`src/rtl/can_rec_scheduler.sv`:
```
// Round-robin scheduler for per-bus CAN receive flags: edge-captures requests into a
// pending vector and hands one bus id at a time to the readout logic. Option: CAN_REC_TIMEOUT_EN.
module can_rec_scheduler #(
  parameter int N_BUSES     = 32,
  parameter int ID_W        = 5,
  parameter int TIMEOUT_CYC = 1024
) (
  input  logic               clk,
  input  logic               rst,
  input  logic [N_BUSES-1:0] can_rec,
  input  logic               rec_ready,
  input  logic               rec_done,
  output logic               rec_valid,
  output logic [ID_W-1:0]    rec_bus_id,
  output logic [N_BUSES-1:0] pending,
  output logic               rec_lost,
  output logic               rec_timeout
);

  typedef enum logic [1:0] {IDLE, SCAN, GRANT, BUSY} state_t;

  state_t             state, state_nxt;
  logic [N_BUSES-1:0] can_rec_q;
  logic [N_BUSES-1:0] rise;
  logic [N_BUSES-1:0] clr_mask;
  logic [N_BUSES-1:0] pending_nxt;
  logic [ID_W-1:0]    last_id;
  logic [ID_W:0]      pick;
  logic               load_grant;
  logic               accept;
  logic               timeout_hit;

  // Search starts just after the previous grant; the smallest offset wins.
  function automatic logic [ID_W:0] rr_pick(input logic [N_BUSES-1:0] req,
                                            input logic [ID_W-1:0]    last);
    logic [ID_W:0]   res;
    logic [ID_W-1:0] idx;
    res = '0;
    for (int k = N_BUSES; k >= 1; k--) begin
      idx = ID_W'((int'(last) + k) % N_BUSES);
      if (req[idx]) res = {1'b1, idx};
    end
    return res;
  endfunction

  assign rise = can_rec & ~can_rec_q;
  assign pick = rr_pick(pending, last_id);

  // A new edge on a bit being cleared this cycle stays pending and is not a loss.
  assign pending_nxt = (pending & ~clr_mask) | rise;

`ifdef CAN_REC_TIMEOUT_EN
  localparam int CNT_W = (TIMEOUT_CYC > 1) ? $clog2(TIMEOUT_CYC) : 1;
  logic [CNT_W-1:0] busy_cnt;

  assign timeout_hit = (state == BUSY) && !rec_done && (busy_cnt == CNT_W'(TIMEOUT_CYC - 1));

  always_ff @(posedge clk or posedge rst) begin
    if (rst)                 busy_cnt <= '0;
    else if (state != BUSY)  busy_cnt <= '0;
    else                     busy_cnt <= busy_cnt + 1'b1;
  end
`else
  assign timeout_hit = 1'b0;
`endif

  always_comb begin
    state_nxt  = state;
    clr_mask   = '0;
    load_grant = 1'b0;
    accept     = 1'b0;
    case (state)
      IDLE: if (|pending) state_nxt = SCAN;
      SCAN: begin
        if (pick[ID_W]) begin
          load_grant = 1'b1;
          state_nxt  = GRANT;
        end else begin
          state_nxt  = IDLE;
        end
      end
      GRANT: begin
        if (rec_ready) begin
          accept               = 1'b1;
          clr_mask[rec_bus_id] = 1'b1;
          state_nxt            = BUSY;
        end
      end
      BUSY: if (rec_done || timeout_hit) state_nxt = (|pending) ? SCAN : IDLE;
      default: state_nxt = IDLE;
    endcase
  end

  always_ff @(posedge clk or posedge rst) begin
    if (rst) begin
      state       <= IDLE;
      can_rec_q   <= '0;
      pending     <= '0;
      last_id     <= ID_W'(N_BUSES - 1);
      rec_bus_id  <= '0;
      rec_valid   <= 1'b0;
      rec_lost    <= 1'b0;
      rec_timeout <= 1'b0;
    end else begin
      state       <= state_nxt;
      can_rec_q   <= can_rec;
      pending     <= pending_nxt;
      rec_lost    <= |(rise & pending & ~clr_mask);
      rec_timeout <= timeout_hit;
      if (load_grant) begin
        rec_bus_id <= pick[ID_W-1:0];
        last_id    <= pick[ID_W-1:0];
        rec_valid  <= 1'b1;
      end else if (accept) begin
        rec_valid  <= 1'b0;
      end
    end
  end

endmodule

```
`config.mk`:
```
export PLATFORM = sky130hd
export DESIGN_NAME = can_rec_scheduler
export DESIGN_NICKNAME = d
export VERILOG_FILES = /design/src/rtl/can_rec_scheduler.sv
export SDC_FILE = /design/constraint.sdc
export NUM_CORES = 1
export LEC_CHECK = 0
export CORE_ASPECT_RATIO = 1.1
export CORE_MARGIN = 1.5
export CORE_UTILIZATION = 35
export DETAILED_ROUTE_END_ITERATION = 6
export GPL_TIMING_DRIVEN = 0
export PLACE_DENSITY = 0.49
export RECOVER_POWER = 25
export SLEW_MARGIN = 20
export SYNTH_ARGS = -nofsm -noshare
export SYNTH_HDL_FRONTEND = slang
export SYNTH_SLANG_ARGS = --single-unit
```
`constraint.sdc`:
```
create_clock -name clk -period 5.95 [get_ports clk]
set_input_delay 0.595 -clock clk [delete_from_list [all_inputs] [get_ports clk]]
set_output_delay 0.595 -clock clk [all_outputs]
set_load 0.1 [all_outputs]
```
==> impl_metrics.json <==
{
  "crit_path_top_delay_cell": "dfstp_2",
  "drc": 0,
  "cts_tree": "yes",
  "vdd_drop_max_uv": 171,
  "gp_congestion": 1.01,
  "io_buffer_count": 74,
  "yosysWarnings": 0,
  "grt_pass1_vias": 9327,
  "initial_core_util_pct": 35.7,
  "multi_input_area_um2": 7100,
  "power.density_nw_per_um2": 497,
  "antenna_found_initial": 0,
  "p_total_w": 0.00559,
  "timing.fmax_mhz": 172,
  "drtAntennaViolNets": 0,
  "root_buffer": "clkbuf_16",
  "yosysSeqAreaShare_pct": 20.3,
  "crit_fanout": 13,
  "fin_ws_ps": 141,
  "ioPinCount": 76,
  "grt.overflow.total": 0,
  "drv_cap": 0,
  "synth_cell_type_count": 91,
  "rows": 63,
  "cts_sinks": 78,
  "slew_violations": 0,
  "ys.flop_type": "dfrtp_1",
  "dp_slack_ps": -350,
  "yosysTopAreaCell": "dfrtp_1",
  "regArea_um2": 1960,
  "die_y_um": 177,
  "drive_gt1_share_pct": 18.8,
  "placed_cell_area_um2": 10900,
  "final_area_um2": 11200,
  "async_reset_ff_share_pct": 100,
  "grt_pass1_wl_mm": 62.9,
  "period_share_pct": 97.6,
  "synth_seq_cells": 78,
  "die_w_um": 161,
  "cp.required_ps": 6210,
  "critPathMostFrequentCell": "clkbuf_8",
  "clock_skew_ps": 7.83,
  "htree_levels": 3,
  "clkSlewWorstSetupHoldPaths_ps": 60,
  "critPathCaptureType": "flop",
  "wire_per_inst_um": 29.5,
  "clk_path_buf_depth": 2,
  "vias": 9459,
  "dpl.hpwl_mm": 32.9,
  "syn_nets": 1049,
  "synthCells": 1002,
  "synth_edf_count": 0,
  "synthesis.area_um2": 9630,
  "firstDrtPassIters": 7,
  "min_period_ps": 5810,
  "relSlewSlack_pct": 23.2,
  "crit_type": "reg2reg",
  "core_um2": 27000,
  "grt_use_total_pct": 30.2,
  "yosys-top-cells-area": "dfrtp_1, mux4_2, mux2i_1",
  "mostFrequentLayoutCell": "nand2_1",
  "finalSetupViolations": 0,
  "nFillCells": 2738,
  "hold_path.class": "reg2reg",
  "cts-buffers-inserted": 9,
  "drt_iter0_drc": 967,
  "postCtsHoldBufs": 0,
  "postCtsSetupRepairBufs": 0,
  "cp_slowest_stage_delay_ps": 690,
  "whs_ps": 445,
  "final_cell_mix": "nand2_1, o21ai_0, dfrtp_1, nor2_1, mux4_2",
  "layoutNonFillerInstCount": 1450,
  "avgViaCountPerCell": 6.52,
  "synth_top_area_share_pct": 19.0,
  "antenna_cells": 0,
  "wirelength_mm": 42.7,
  "worst_slew_pin_slew_ps": 1140,
  "clk_latency_ps": 340,
  "p_leak_nw": 3.82,
  "area_growth_pct": 16.8,
  "status": "complete, no violations",
  "dpl.cell_count": 1435,
  "avgSynthCellArea_um2": 9.61,
  "crit_chain": "clkbuf_8 -> clkbuf_8 -> inv_2 -> clkbuf_2 -> ha_1 -> buf_6 -> clkbuf_8 -> mux4_1 -> mux2i_1 -> mux2i_1 -> mux2i_4 -> o31ai_1 -> a211o_1 -> a2111oi_4 -> o2111ai_1 -> a41o_1 -> o211ai_1",
  "critical_path_arrival_ps": 6070,
  "die-area_um2": 28500,
  "start_kind": "flop",
  "layout.nets": 1135,
  "grt_max_degree": 57,
  "hold_viol_final": 0
}
[routing by layer]
metal	routed length, µm	global-route usage, %	up-vias
met5	0	0	-
met1	16900	37.6	4741
li1	-	-	4092
met4	2690	17.5	0
met2	20300	50.7	503
met3	2800	3.37	123
[synthesized netlist by cell type, drive strengths merged (4+ instances only)]
cell type,instances
a2111oi,6
a211o,6
a211oi,10
a21oi,49
a221oi,10
a22oi,7
a31oi,10
and2,4
buf,24
clkbuf,35
dfrtp,73
dfstp,5
ha,11
inv,40
mux2,50
mux2i,67
mux4,89
nand2,103
nand2b,17
nand3,17
nand3b,5
nand4,7
nor2,65
nor2b,8
nor3,42
nor4,17
o2111ai,8
o211ai,13
o21ai,84
o221ai,5
o22ai,15
o311ai,4
o31ai,7
or3,4
xnor2,31
xor2,7
[through the flow]
stage          TNS [ps]  util, %
2_1_floorplan         0        -
3_3_place_gp      -8120     40.1
3_5_place_dp      -1820     40.3
4_1_cts               0     41.6
5_1_grt           -25.1     41.7
6_report              0     41.7
[kinds of logic after synthesis]
group                      synth area share, %
and+or+nand+nor                           14.8
DFF                                       20.3
muxes                                     35.0
buffers and inverters                     6.51
adders and majority gates                 1.43
other                                   0.0390
AOI/OAI and AO/OA                         18.4
xor gates and xnor gates                  3.46
[final timing paths]
path / from / to / slack [ps] / cells after the start
max: last_id[1] / last_id[2] / 140 / 17
min: can_rec_q[8] / pending[8] / 450 / 1
max reg2reg: last_id[1] / last_id[2] / 140 / 17
max in group asynchronous: rst / pending[4] / 4260 / 3
min reg2reg: can_rec_q[8] / pending[8] / 450 / 1
min in group asynchronous: rst / rec_valid / 920 / 2
[critical path: cells and delay by family (launching register included)]
family / cells / cell delay (ps)
buf+inv: 6 / 1380
flops: 1 / 690
fa+ha+maj: 1 / 470
mux: 4 / 1570
compound gates: 6 / 1560
[state kept, by name, summed over array words and instances (netlist names), named ones only]
signal      count
can_rec_q      32
rec_lost        1
last_id         5
rec_bus_id      5
rec_valid       1
pending        32
state           1
[layout make-up]
cell class | count | area share [%]
tap | 357 | 3.97
buffer | 58 | 4.16
clock inverter | 6 | 0.834
sequential | 78 | 17.4
inverter | 42 | 1.41
timing repair buffer | 76 | 6.93
multi-input combinational | 823 | 63.2
clock buffer | 10 | 2.13
[timing repair]
item                                    CTS  global route
hold endpoints to repair                  0             0
pin swaps                                 0             0
endpoints found under the setup margin   10             6
gates resized for setup                   3             8
[report_power, final]
| part | switching, W | internal, W |
|---|---|---|
| Clock | 0.000226 | 0.000382 |
| Combinational | 0.00277 | 0.00150 |
| Sequential | 0.000107 | 0.000601 |
Note: power is estimated with default switching activity, not from simulation.
